$ cat src/rtl/pkt_pkg.sv
// Shared definitions for the packet writer and the register bank.
// Holds the capture state encoding (mirrored into the control register LSBs),
// the control register enable bit index and the word-size helper constant.
package pkt_pkg;

    typedef enum logic [1:0] {
        ST_IDLE    = 2'b00,
        ST_CAPTURE = 2'b01,
        ST_DRAIN   = 2'b10,
        ST_FULL    = 2'b11
    } state_t;

    // Bit of the control register that carries the capture enable.
    localparam int CTRL_ENABLE_BIT = 2;

    // Default bus width and the byte stride of one bus word.
    localparam int DATA_W     = 32;
    localparam int WORD_BYTES = DATA_W / 8;

endpackage

$ cat src/rtl/avalon_pkt_writer_slot.sv
// avalon_wr_slot: single-entry Avalon-MM write request holder.
// A loaded request is presented on m_write/m_address/m_writedata and held
// stable while m_waitrequest is high. A new load in the cycle the current
// request completes replaces it without a bubble.
// Ports:
//   clk, reset          clock, synchronous active-high reset
//   load                capture a new request this cycle
//   load_address/data   address and data of the new request
//   load_eop            new request carries the last word of a packet
//   m_waitrequest       slave stall
//   m_write/m_address/m_writedata  registered Avalon request
//   slot_eop            presented request carries an eop word
//   done                presented request completes this cycle
module avalon_wr_slot #(
    parameter int N = 32
) (
    input  logic         clk,
    input  logic         reset,
    input  logic         load,
    input  logic [N-1:0] load_address,
    input  logic [N-1:0] load_data,
    input  logic         load_eop,
    input  logic         m_waitrequest,
    output logic         m_write,
    output logic [N-1:0] m_address,
    output logic [N-1:0] m_writedata,
    output logic         slot_eop,
    output logic         done
);

    assign done = m_write & ~m_waitrequest;

    // Request register: load wins, otherwise clear on completion, otherwise hold.
    always_ff @(posedge clk) begin
        if (reset) begin
            m_write     <= 1'b0;
            m_address   <= {N{1'b0}};
            m_writedata <= {N{1'b0}};
            slot_eop    <= 1'b0;
        end else if (load) begin
            m_write     <= 1'b1;
            m_address   <= load_address;
            m_writedata <= load_data;
            slot_eop    <= load_eop;
        end else if (done) begin
            m_write  <= 1'b0;
            slot_eop <= 1'b0;
        end
    end

endmodule

$ cat src/rtl/avalon_pkt_writer.sv
// avalon_pkt_writer: Avalon-MM write master storing captured packet words
// into a ring buffer window [pkt_begin, pkt_end) in SDRAM.
// Words before the first sop after a start are discarded; packet words are
// written one per cycle when the slave does not stall.
// Optional feature macro: PKT_WRITER_WRAP_EN
//   defined   - the write pointer wraps to the window start at the end
//   undefined - reaching the window end stops capture in FULL/ERROR and
//               back-pressures the stream
// Ports:
//   clk, reset              clock, synchronous active-high reset
//   enable                  capture enable
//   pkt_begin, pkt_end      window byte addresses (sampled at start)
//   s_data/s_valid/s_sop/s_eop/s_ready   packet stream input
//   m_address/m_write/m_writedata/m_waitrequest  Avalon-MM write master
//   state                   00 IDLE, 01 CAPTURE, 10 DRAIN, 11 FULL/ERROR
//   wr_ptr                  next byte address to be written
//   pkt_count               completed packets (wraps)
module avalon_pkt_writer
    import pkt_pkg::*;
#(
    parameter int N     = 32,
    parameter int CNT_W = 16
) (
    input  logic             clk,
    input  logic             reset,
    input  logic             enable,
    input  logic [N-1:0]     pkt_begin,
    input  logic [N-1:0]     pkt_end,
    input  logic [N-1:0]     s_data,
    input  logic             s_valid,
    input  logic             s_sop,
    input  logic             s_eop,
    output logic             s_ready,
    output logic [N-1:0]     m_address,
    output logic             m_write,
    output logic [N-1:0]     m_writedata,
    input  logic             m_waitrequest,
    output logic [1:0]       state,
    output logic [N-1:0]     wr_ptr,
    output logic [CNT_W-1:0] pkt_count
);

    localparam logic [N-1:0] STEP       = N'(N / 8);
    localparam logic [N-1:0] ALIGN_MASK = STEP - {{(N-1){1'b0}}, 1'b1};

    state_t           state_r;
    state_t           state_nx_s;
    logic             in_pkt_r;
    logic             full_pend_r;
    logic [N-1:0]     wr_ptr_r;
    logic [N-1:0]     end_r;
    logic [CNT_W-1:0] pkt_count_r;
`ifdef PKT_WRITER_WRAP_EN
    logic [N-1:0]     begin_r;
`endif

    logic             can_take_s;
    logic             accept_s;
    logic             issue_s;
    logic             pending_s;
    logic             done_s;
    logic             slot_eop_s;
    logic             win_ok_s;
    logic             hit_end_s;
    logic [N-1:0]     adv_s;
    logic [N-1:0]     ptr_nx_s;

    assign win_ok_s  = (pkt_begin < pkt_end) &&
                       ((pkt_begin & ALIGN_MASK) == {N{1'b0}}) &&
                       ((pkt_end & ALIGN_MASK) == {N{1'b0}});
    assign adv_s     = wr_ptr_r + STEP;
    assign hit_end_s = (adv_s == end_r);
`ifdef PKT_WRITER_WRAP_EN
    assign ptr_nx_s  = hit_end_s ? begin_r : adv_s;
`else
    assign ptr_nx_s  = adv_s;
`endif

    // A write still occupies the slot next cycle only if it is stalled now.
    assign pending_s = m_write & m_waitrequest;

    // Which states may take stream words. With enable low in CAPTURE only the
    // open packet continues; DRAIN stops taking words once its packet closed.
    always_comb begin
        can_take_s = 1'b0;
        case (state_r)
            ST_CAPTURE: can_take_s = (enable | in_pkt_r) & ~full_pend_r;
            ST_DRAIN:   can_take_s = in_pkt_r & ~full_pend_r;
            default:    can_take_s = 1'b0;
        endcase
    end

    assign s_ready  = can_take_s & (~m_write | ~m_waitrequest);
    assign accept_s = s_valid & s_ready;
    assign issue_s  = accept_s & (in_pkt_r | s_sop);

    // Next-state logic.
    always_comb begin
        state_nx_s = state_r;
        case (state_r)
            ST_IDLE: begin
                if (enable) begin
                    state_nx_s = win_ok_s ? ST_CAPTURE : ST_FULL;
                end else begin
                    state_nx_s = ST_IDLE;
                end
            end
            ST_CAPTURE: begin
                if (full_pend_r && !pending_s) begin
                    state_nx_s = ST_FULL;
                end else if (!enable && in_pkt_r) begin
                    state_nx_s = ST_DRAIN;
                end else if (!enable && !pending_s) begin
                    state_nx_s = ST_IDLE;
                end else begin
                    state_nx_s = ST_CAPTURE;
                end
            end
            ST_DRAIN: begin
                if (full_pend_r && !pending_s) begin
                    state_nx_s = ST_FULL;
                end else if (enable) begin
                    state_nx_s = ST_CAPTURE;
                end else if (done_s && slot_eop_s) begin
                    state_nx_s = ST_IDLE;
                end else if (!in_pkt_r && !m_write) begin
                    // Packet already closed and nothing in flight.
                    state_nx_s = ST_IDLE;
                end else begin
                    state_nx_s = ST_DRAIN;
                end
            end
            ST_FULL: begin
                if (!enable && !pending_s) begin
                    state_nx_s = ST_IDLE;
                end else begin
                    state_nx_s = ST_FULL;
                end
            end
            default: state_nx_s = ST_IDLE;
        endcase
    end

    // State, window sampling, write pointer, framing and packet counter.
    always_ff @(posedge clk) begin
        if (reset) begin
            state_r     <= ST_IDLE;
            in_pkt_r    <= 1'b0;
            full_pend_r <= 1'b0;
            wr_ptr_r    <= {N{1'b0}};
            end_r       <= {N{1'b0}};
            pkt_count_r <= {CNT_W{1'b0}};
`ifdef PKT_WRITER_WRAP_EN
            begin_r     <= {N{1'b0}};
`endif
        end else begin
            state_r <= state_nx_s;
            if ((state_r == ST_IDLE) && (state_nx_s == ST_CAPTURE)) begin
                wr_ptr_r    <= pkt_begin;
                end_r       <= pkt_end;
                in_pkt_r    <= 1'b0;
                full_pend_r <= 1'b0;
`ifdef PKT_WRITER_WRAP_EN
                begin_r     <= pkt_begin;
`endif
            end else begin
                if (accept_s) begin
                    in_pkt_r <= (in_pkt_r | s_sop) & ~s_eop;
                end
                if (issue_s) begin
                    wr_ptr_r <= ptr_nx_s;
`ifdef PKT_WRITER_WRAP_EN
                    full_pend_r <= 1'b0;
`else
                    full_pend_r <= hit_end_s;
`endif
                end
            end
            if (done_s && slot_eop_s) begin
                pkt_count_r <= pkt_count_r + {{(CNT_W-1){1'b0}}, 1'b1};
            end
        end
    end

    avalon_wr_slot #(.N(N)) u_slot (
        .clk          (clk),
        .reset        (reset),
        .load         (issue_s),
        .load_address (wr_ptr_r),
        .load_data    (s_data),
        .load_eop     (s_eop),
        .m_waitrequest(m_waitrequest),
        .m_write      (m_write),
        .m_address    (m_address),
        .m_writedata  (m_writedata),
        .slot_eop     (slot_eop_s),
        .done         (done_s)
    );

    assign state     = state_r;
    assign wr_ptr    = wr_ptr_r;
    assign pkt_count = pkt_count_r;

endmodule

$ cat config.mk
export PLATFORM = sky130hd
export DESIGN_NAME = avalon_pkt_writer
export DESIGN_NICKNAME = d
export VERILOG_FILES = /design/src/rtl/pkt_pkg.sv /design/src/rtl/avalon_pkt_writer_slot.sv /design/src/rtl/avalon_pkt_writer.sv
export SDC_FILE = /design/constraint.sdc
export NUM_CORES = 1
export LEC_CHECK = 0
export ABC_CLOCK_PERIOD_IN_PS = 3100
export CORE_UTILIZATION = 35
export CTS_BUF_LIST = sky130_fd_sc_hd__clkbuf_16
export CTS_CLUSTER_SIZE = 12
export DETAILED_ROUTE_END_ITERATION = 10
export GPL_ROUTABILITY_DRIVEN = 0
export HOLD_SLACK_MARGIN = 0.15
export SLEW_MARGIN = 20
export SYNTH_ARGS = -nofsm -noshare
export SYNTH_HDL_FRONTEND = slang
export SYNTH_SLANG_ARGS = --single-unit
$ cat constraint.sdc
create_clock -name clk -period 3.1 [get_ports clk]
set_input_delay 0.465 -clock clk [delete_from_list [all_inputs] [get_ports clk]]
set_output_delay 0.465 -clock clk [all_outputs]
set_load 0.01 [all_outputs]
Word level (Yosys, flattened, before mapping)
Index checks and enable logic that the tools add are counted.
Operators by class
  $add $sub $neg: 2
  multiply operators: 0
  divide/modulo/power cells: 0
  $lt $le $gt $ge: 1
  equal/unequal tests: 5
  shift-type cells: 0
  mux-type cells: 17
  bitwise logic cells: 15
  reduce and logical (&&, ||, !) cells: 18
Operator list (count)
  zero test 32 bit: 2
  2-to-1 mux 32 bit: 2
  adder 32 x 3 -> 32 bit (second input constant): 1
  equality test 32 bit: 1
  less-than comparator 32 bit: 1
  2-to-1 mux 2 bit: 9
  adder 16 x 1 -> 16 bit (second input constant): 1
  AND 1 bit: 8
  logical AND 1 bit: 8
  one-hot mux 2 bit (4 select lines): 1
  equality test 2 x 1 -> 1 bit (second input constant): 2
  equality test 2 bit (second input constant): 2
  zero test 1 bit: 4
  2-to-1 mux 1 bit: 4
  inverter 1 bit: 4
  nonzero test 2 bit: 2
  bitwise OR 1 bit: 3
  zero test 2 bit: 1
  one-hot mux 1 bit (2 select lines): 1
  OR reduction 2 bit: 1
Word-level totals
  flip-flop bits (word level): 150
  latch bits: 0
  bits in writable memories: 0
  bits in read-only memories: 0
  bits of input ports: 103
  output and inout bits: 116
  word-level logic and storage cells: 68
  memories kept: 0

Depth between registers and ports, before layout
Gate-level depths: netlist of run 1.
  word-level depth: 10
  gate-level depth with buffers: 12
  depth with buffers taken out: 10

By module
From an unflattened synthesis of run 1, not the netlist that was laid out.
Second synthesis, totals
  cells, all modules: 962
  area total of the unflattened synthesis: 8625.8 um2
Modules (own cells, without submodules)
  avalon_pkt_writer: times used 1, cells each 746, area each 6232.2 um2, sequential area each 1681.6 um2
  avalon_wr_slot: times used 1, cells each 216, area each 2393.5 um2, sequential area each 1321.3 um2

Worst setup path after synthesis of run 1
No wires, ideal clock.
  path kind: reg2reg
  start: reg wr_ptr_r[2] (netlist: wr_ptr[2])
  end: reg full_pend_r
  setup time: 0.058 ns
  arrival: 2.615 ns
  required time: 3.042 ns
  slack: 0.427 ns
  stages on the path, launching flop included: 10
  buffers on the path: 0
  period minus slack after synthesis: 2.673 ns
  cells stage by stage: dfxtp_1 ha_1 nand3_1 or4_4 nor4_1 xor2_1 o21ai_0 o21ai_0 nor4_1 o21a_1
Between the ends
  word-level cells in the longest chain between the ends: 2
Ends and longest elaborated chain
  start, declared: RTL line avalon_pkt_writer.sv:50  | logic [N-1:0] wr_ptr_r;
  start signal, assigned: RTL line avalon_pkt_writer.sv:150  | wr_ptr_r <= {N{1'b0}};
  start signal, assigned: RTL line avalon_pkt_writer.sv:159  | wr_ptr_r <= pkt_begin;
  start signal, assigned: RTL line avalon_pkt_writer.sv:171  | wr_ptr_r <= ptr_nx_s;
  adder 32 x 3 -> 32 bit: RTL line avalon_pkt_writer.sv:71  | assign adv_s = wr_ptr_r + STEP;
  equality test 32 bit: RTL line avalon_pkt_writer.sv:72  | assign hit_end_s = (adv_s == end_r);
  end signal, assigned: RTL line avalon_pkt_writer.sv:175  | full_pend_r <= hit_end_s;
  end, declared: RTL line avalon_pkt_writer.sv:49  | logic full_pend_r;
No other way between the ends.
A chain may end at the register's enable or synchronous reset.

Worst setup path after layout of run 1
Same ends and word-level chain as after synthesis.

==> results of run 1 <==
[what timing repair did]
| action | 4_1_cts | 5_1_grt |
|---|---|---|
| pin swaps | 0 | 1 |
| gates resized for setup | 1 | 4 |
| endpoints found under the setup margin | 1 | 5 |
[cell families (layout without fill, tap and decap cells)]
logic type	count (synthesis)	after routing
simple gates	366	366
buf+inv	101	326
fa+ha+maj	37	37
xor+xnor	89	89
mux	31	31
compound gates	161	161
flops	150	150
[flip-flops by register name (all words and copies together), names as in the netlist]
signal              count
end_r                  32
u_slot.m_address       32
u_slot.m_writedata     32
wr_ptr                 32
pkt_count              16
state                   2
full_pend_r             1
in_pkt_r                1
u_slot.m_write          1
u_slot.slot_eop         1
[worst paths after layout]
check / to / from / cells after the start / slack [ps]
max: full_pend_r / wr_ptr[2] / 10 / 150
min: u_slot.m_address[18] / u_slot.m_address[18] / 2 / 450
max reg2reg: full_pend_r / wr_ptr[2] / 10 / 150
min reg2reg: u_slot.m_address[18] / u_slot.m_address[18] / 2 / 450
[worst register-to-register path, cell delays in order (launching register included)]
cell and delay [ps]:
dfxtp_1 340, ha_2 240, nand3_2 140, or4_2 700, xnor2_1 160, or3_1 320, nor4_2 190, o2111ai_1 190
nor4_2 350, buf_4 170, o21a_1 90
[per-stage QoR]
step | power, mW | setup WS (ps) | TNS [ps] | instances
final | 4.65 | 154 | 0 | 1435
after detailed placement | 2.60 | -168 | -4820 | 1403
after floorplan | 2.29 | 427 | 0 | 935
after global routing | 4.84 | -8.31 | -8.31 | 1435
after global placement | 2.60 | -74.4 | -1170 | 1403
after CTS | 4.70 | 14.8 | 0 | 1435
[placed cells by master (no fill, tap or decap), types with 11 or more instances in the layout]
cell	n
nand4_1	18
clkbuf_16	17
a21o_1	11
xor2_1	40
nand2_1	167
xnor2_1	49
ha_1	36
mux2i_1	31
nand3_1	15
a211oi_1	31
dfxtp_1	150
a21oi_1	85
buf_4	34
nor2_1	99
inv_1	41
clkdlybuf4s50_1	217
o21ai_0	14
[per-layer routing]
layer	part of all wire, %	routed length (um)
met1	45	10000
met2	48	10500
met3	5.7	1260
met4	1.3	289
met5	0	0
[report_power, final]
part	switching, mW	leakage [nW]	total (mW)	internal, mW
logic	0.279	2.75	0.570	0.291
registers	0.0261	1.21	1.99	1.96
clock network	0.838	0.279	2.09	1.25
total	1.14	4.24	4.65	3.51
[layout make-up]
| class | instances | area (um2) |
|---|---|---|
| fill | 2050 | 10400 |
| multi-input combinational | 684 | 4230 |
| sequential | 150 | 3000 |
| timing repair buffer | 254 | 2480 |
| clock buffer | 17 | 425 |
| tap | 275 | 344 |
| clock inverter | 15 | 163 |
| inverter | 40 | 150 |
==> impl_summary.txt, run 1 <==
----------------------------------------------------
[Status]
  Status ... finished, final reports clean

[Worst setup path]
  CP Capture Type ... flip-flop
  Worst path slowest cell ... or4_2
  CP required ... 3470 ps
  Family of cells with the greatest summed delay on the critical path ... simple AND/OR/NAND/NOR gates
  Nature of the critical path startpoint ... flip-flop
  Max Fanout on Critical Path ... 5
  Critical path type ... flip-flop to flip-flop
  Cell-by-cell listing of the critical path ... ha_2 -> nand3_2 -> or4_2 -> xnor2_1 -> or3_1 -> nor4_2 -> o2111ai_1 -> nor4_2 -> buf_4 -> o21a_1
  WP data arrival ... 3310 ps
  Buffer and inverter count on the worst path ... 1
  Slowest stage delay, CP ... roughly 700 ps
  Critical Path Most Common Cell ... nor4_2

[Synth]
  Async set or reset register ratio after synthesis ... 0%
  Library cell with the highest instance count after synthesis ... nand2_1
  Number of flops mapped to enable cells by yosys ... 0
  Biggest area contributors in the synthesized netlist ... dfxtp_1 39%, nand2_1 8.2%, ha_1 6.1%
  Combinational family with the most area after synthesis ... simple AND/OR/NAND/NOR gates
  Part of the Yosys area used for sequential elements ... 39.5%
  Top FF cell, synth ... dfxtp_1
  Synthesized-area fraction occupied by ao, oa, aoi and oai cells ... 12.7%
  List of most frequent post-synthesis cells ... 167 x nand2_1, 150 x dfxtp_1, 100 x nor2_1
  Syn avg cell area ... 8.13 um2
  Yosys top cell by area ... dfxtp_1
  Cells after Synth ... 935
  Synth Register Bits ... 150
  Yosys warnings ... 0
  Netlist area before placement ... between 7000 and 8000 um2
  Nets in the synthesized netlist ... between 1000 and 1500
  Post-synthesis simple-gate area fraction ... 22.1%
  Share of cell area taken by muxes after synthesis ... 4.08%
  Unique cell type count in the Yosys netlist ... a little over 50
  Area share of xor/xnor cells in the synthesized design ... 10.3%
  Post-synthesis share of cell area spent on full adders, half adders and majority gates ... 6.09%
  Share of the synthesized area in the top cell type ... 39.5%

[Finish]
  Cell area after layout ... 10800 um2
  Layout area overhead ... 42.0%
  Number of antenna diodes ... 0
  Final core occ ... 51.0%
  Share of layout cells above drive strength 1 ... ~7%
  Final #Nets ... 1287

[GRT]
  GRT Residual Overflow ... 0
  Vias in the first global route ... 6771
  Pin count of the biggest net entering global routing ... 56
  Routing usage on met3 ... 4.95%
  Number of antenna violations at the first check in global routing ... 0
  Global Route met2 Usage ... 33.3%
  Overall Global Routing Usage ... 20.1%
  M1 GR Usage ... 25.5%
  Layer with the highest usage after global routing ... met2
  First-pass GRT wire length ... 35.1 mm

[Floorplan]
  Floorplan core area ... 21200 um2
  # rows ... 53
  Vertical die dimension ... 149 um
  Die outline width ... 149 um
  Number of I/O pins ... 219
  Die Outline Area ... 22300 um2
  Effective utilization at floorplan ... 35.9%

[Clock network]
  Number of sinks handled by clock tree synthesis ... 150
  Postcts setup bufs ... 0
  Reg clk slew, reported paths ... around 60 ps
  Number of buffers added by the clock tree synthesis step ... 17
  Quantity of hold-fixing buffers added after cts ... 0
  Clock insertion delay at the later pin of the skew report ... 420 ps
  Clock buffer depth ... 2
  Depth of the CTS H-tree ... 4
  Buffer cell driving the clock tree root ... clkbuf_16
  TritonCTS clock tree ... built

[STA]
  Slew of the pin with the lowest slew margin ... 614 ps
  Fin crit share ... a little over nine tenths
  Total count of hold-check failures in the final report ... 0
  Shortest clock period the worst path allows after layout ... 2950 ps
  Max Transition Viols Final ... 0
  Setup violation total in the final timing report ... 0
  Fin Hold WS ... 451 ps
  Setup clock skew after layout ... 8.00 ps
  Slew margin rel. ... 58.7%
  Unrepaired setup endpoints after global routing ... yes
  Upper clock frequency limit ... roughly 340 MHz

[Detailed routing]
  Routed via count ... 6959
  Residual antenna-violating net count after detailed routing ... 0
  Iteration-0 DRC Markers ... about 260
  # DRC ... 0
  Routed length per instance ... 15.4 um
  1st-pass router iterations ... 4
  Total routed wirelength ... 22.1 mm
  DR vias/cell ... ~4.8

[Pwr]
  Worst vdd rail ir drop ... approximately 360 uV
  Leakage component of the power ... 4.24 nW
  Power density relative to cell area ... 431 nW/um2

[Job]
  Number of max-cap violations ... 0

[Placed design]
  Count of buffers inserted at the top-level ports ... 218
  Post-detailed-placement half-perimeter wirelength ... 16.1 mm
  Cell area reported after detailed placement ... 10200 um2

[Hold path]
  Type of the tightest min-delay check ... flip-flop to flip-flop

----------------------------------------------------
No activity file was read; power rests on OpenSTA's default activity.
==> run 2: changes to the inputs <==
--- a/config.mk
+++ b/config.mk
@@ -7,9 +7,10 @@
 export LEC_CHECK = 0
 export ABC_CLOCK_PERIOD_IN_PS = 3100
 export CORE_UTILIZATION = 35
-export CTS_BUF_LIST = sky130_fd_sc_hd__clkbuf_16
+export CTS_BUF_LIST = sky130_fd_sc_hd__clkbuf_8
 export CTS_CLUSTER_SIZE = 12
 export DETAILED_ROUTE_END_ITERATION = 10
+export DONT_BUFFER_PORTS = 1
 export GPL_ROUTABILITY_DRIVEN = 0
 export HOLD_SLACK_MARGIN = 0.15
 export SLEW_MARGIN = 20
==> run 2 against run 1 <==
Power shrank 10%; die area is the same; worst setup slack gained 130 ps; first-iteration DRC count grew 29%; worst hold slack lost 270 ps; register-to-register slack gained 130 ps; critical path depth shrank 1; final cell count shrank 12%; clock skew grew 3.6 ps; non-clock buffer count shrank 166; cell area shrank 16%; core utilization shrank 8.2 points; critical path type unchanged; largest cell class unchanged.
==> impl_summary.txt, run 2 (synthesis results as in run 1) <==
----------------------------------------------------
[Worst setup path]
  Worst path slowest cell ... or4_4
  Buffer and inverter count on the worst path ... 0
  Reg2reg start ... wr_ptr[2]
  CP Capture Type ... flip-flop
  Max Fanout on Critical Path ... 5
  Critical path type ... flip-flop to flip-flop
  Worst Reg-to-Reg Cells ... 9
  Cell-by-cell listing of the critical path ... ha_1 -> nand3_1 -> or4_4 -> nor4_4 -> xor2_1 -> o21ai_0 -> o21ai_0 -> nor4_1 -> o21a_1
  Critical Path Most Common Cell ... o21ai_0
  CP required ... 3500 ps
  Nature of the critical path startpoint ... flip-flop
  Family of cells with the greatest summed delay on the critical path ... simple AND/OR/NAND/NOR gates
  Worst reg2reg path endpoint ... full_pend_r
  Slowest stage delay, CP ... 650 ps
  WP data arrival ... 3210 ps
  Minimum setup slack among reg-to-reg paths ... roughly 280 ps

[Pwr]
  Leakage component of the power ... 3.64 nW
  Worst vdd rail ir drop ... 273 uV
  Power density relative to cell area ... 459 nW/um2

[Floorplan]
  Effective utilization at floorplan ... 35.9%
  Floorplan core area ... 21200 um2
  Vertical die dimension ... between 100 and 150 um
  Die outline width ... 149 um
  Die Outline Area ... between 20000 and 25000 um2
  Number of I/O pins ... 219
  # rows ... 53

[Finish]
  Layout area overhead ... 19.3%
  Number of antenna diodes ... 0
  Non-Filler Instances ... 1269
  Final #Nets ... 1121
  Most common library cell in the layout ignoring fill and taps ... nand2_1
  Share of layout cells above drive strength 1 ... 6.84%
  Cell area after layout ... 9070 um2
  Total of fill cells in the finished design ... 2138
  Multi-input combinational cell area ... 4240 um2
  Commonest cells after routing, fill and taps aside ... 167 x nand2_1, 150 x dfxtp_1, 99 x nor2_1
  Sequential Area ... between 3000 and 4000 um2

[Hold path]
  Worst Min Path Start ... pkt_end[22]
  Worst Hold Path EP ... end_r[22]
  Type of the tightest min-delay check ... input port to flip-flop
  Number of instances on the worst hold path ... 2

[GRT]
  Overall Global Routing Usage ... 19.2%
  Pin count of the biggest net entering global routing ... 143
  Number of antenna violations at the first check in global routing ... 0
  GRT Residual Overflow ... 0
  Vias in the first global route ... slightly above 6000
  First-pass GRT wire length ... between 30 and 40 mm

[Detailed routing]
  1st-pass router iterations ... 5
  Total routed wirelength ... ~22 mm
  Routed length per instance ... 17.0 um
  # DRC ... 0
  Residual antenna-violating net count after detailed routing ... 0
  DR vias/cell ... 5.06
  Iteration-0 DRC Markers ... 334
  Routed via count ... between 6000 and 7000

[Clock network]
  Number of buffers added by the clock tree synthesis step ... 17
  Depth of the CTS H-tree ... 4
  Clock buffer depth ... 2
  Number of sinks handled by clock tree synthesis ... 150
  Postcts setup bufs ... 0
  Buffer cell driving the clock tree root ... clkbuf_8
  Clock insertion delay at the later pin of the skew report ... 450 ps
  Reg clk slew, reported paths ... ~90 ps
  TritonCTS clock tree ... built

[Placed design]
  Placed insts ... 1171
  Post-detailed-placement half-perimeter wirelength ... 14.8 mm
  Count of buffers inserted at the top-level ports ... 0
  Cell area reported after detailed placement ... 7910 um2

[STA]
  Upper clock frequency limit ... 355 MHz
  Slew margin rel. ... between 50 and 60%
  Max Transition Viols Final ... 0
  Setup clock skew after layout ... 11.6 ps
  Shortest clock period the worst path allows after layout ... around 2800 ps
  Setup violation total in the final timing report ... 0
  Total count of hold-check failures in the final report ... 0
  Unrepaired setup endpoints after global routing ... no
  Slew of the pin with the lowest slew margin ... 723 ps
  Setup_tns ... 0 ps
  Fin crit share ... 90.9%

[Status]
  Status ... finished, final reports clean

[Job]
  Number of max-cap violations ... 0

----------------------------------------------------
## run 2: repair_timing
| item | 4_1_cts | 5_1_grt |
|---|---|---|
| hold endpoints to repair | 142 | 0 |
| hold buffers | 66 | 0 |
| resized for setup | 0 | 4 |
| endpoints found under the setup margin | 0 | 1 |
## run 2: per-layer routing
layer  vias up  track usage, %  wire length (um)
met5         -               0                 0
li1       3236               -                 -
met2       165            31.9             10400
met4         0            5.15               293
met3        19            6.42              1550
met1      3006            23.4              9280
## run 2: worst max path at each step
stage,start,to,slack (ps),cells past startpoint
floorplan,wr_ptr[2],full_pend_r,430,9
global placement,wr_ptr[2],full_pend_r,150,9
detailed placement,wr_ptr[2],full_pend_r,100,9
CTS,wr_ptr[2],full_pend_r,80,9
global route,wr_ptr[2],full_pend_r,80,9
finish,wr_ptr[2],full_pend_r,280,9
## run 2: through the flow
step	hold WS [ps]	power (mW)	util [%]	setup slack (ps)
3_3_place_gp	464	2.35	37.4	148
2_1_floorplan	452	2.29	-	427
6_report	179	4.16	42.9	283
5_1_grt	152	4.34	42.9	80.4
4_1_cts	151	4.22	42.7	76.0
3_5_place_dp	465	2.36	37.4	99.5
## run 2: worst reg2reg max path, cell delays in order, from the launching register on
cell and delay (ps):
dfxtp_1 340, ha_1 240, nand3_1 160, or4_4 650
nor4_4 360, xor2_1 100, o21ai_0 260, o21ai_0 180
nor4_1 340, o21a_1 140
## run 2: cell type report
class                      count  area share (%)
multi-input combinational    684            46.7
clock buffer                  19            2.88
timing repair buffer          88            9.71
tap                          275            3.79
sequential                   150            33.1
clock inverter                13            2.12
inverter                      40            1.66
## run 2: power breakdown
group / internal [mW] / switching (mW)
combinational: 0.181 / 0.226
sequential: 1.96 / 0.0463
clock: 0.934 / 0.818
total: 3.07 / 1.09
==> run 3: changes to the inputs <==
--- a/config.mk
+++ b/config.mk
@@ -8,7 +8,7 @@
 export ABC_CLOCK_PERIOD_IN_PS = 3100
 export CORE_UTILIZATION = 35
 export CTS_BUF_LIST = sky130_fd_sc_hd__clkbuf_8
-export CTS_CLUSTER_SIZE = 12
+export CTS_CLUSTER_SIZE = 20
 export DETAILED_ROUTE_END_ITERATION = 10
 export DONT_BUFFER_PORTS = 1
 export GPL_ROUTABILITY_DRIVEN = 0
==> results of run 3 <==
The final DEF is identical to that of run 2; final timing and power are the same.
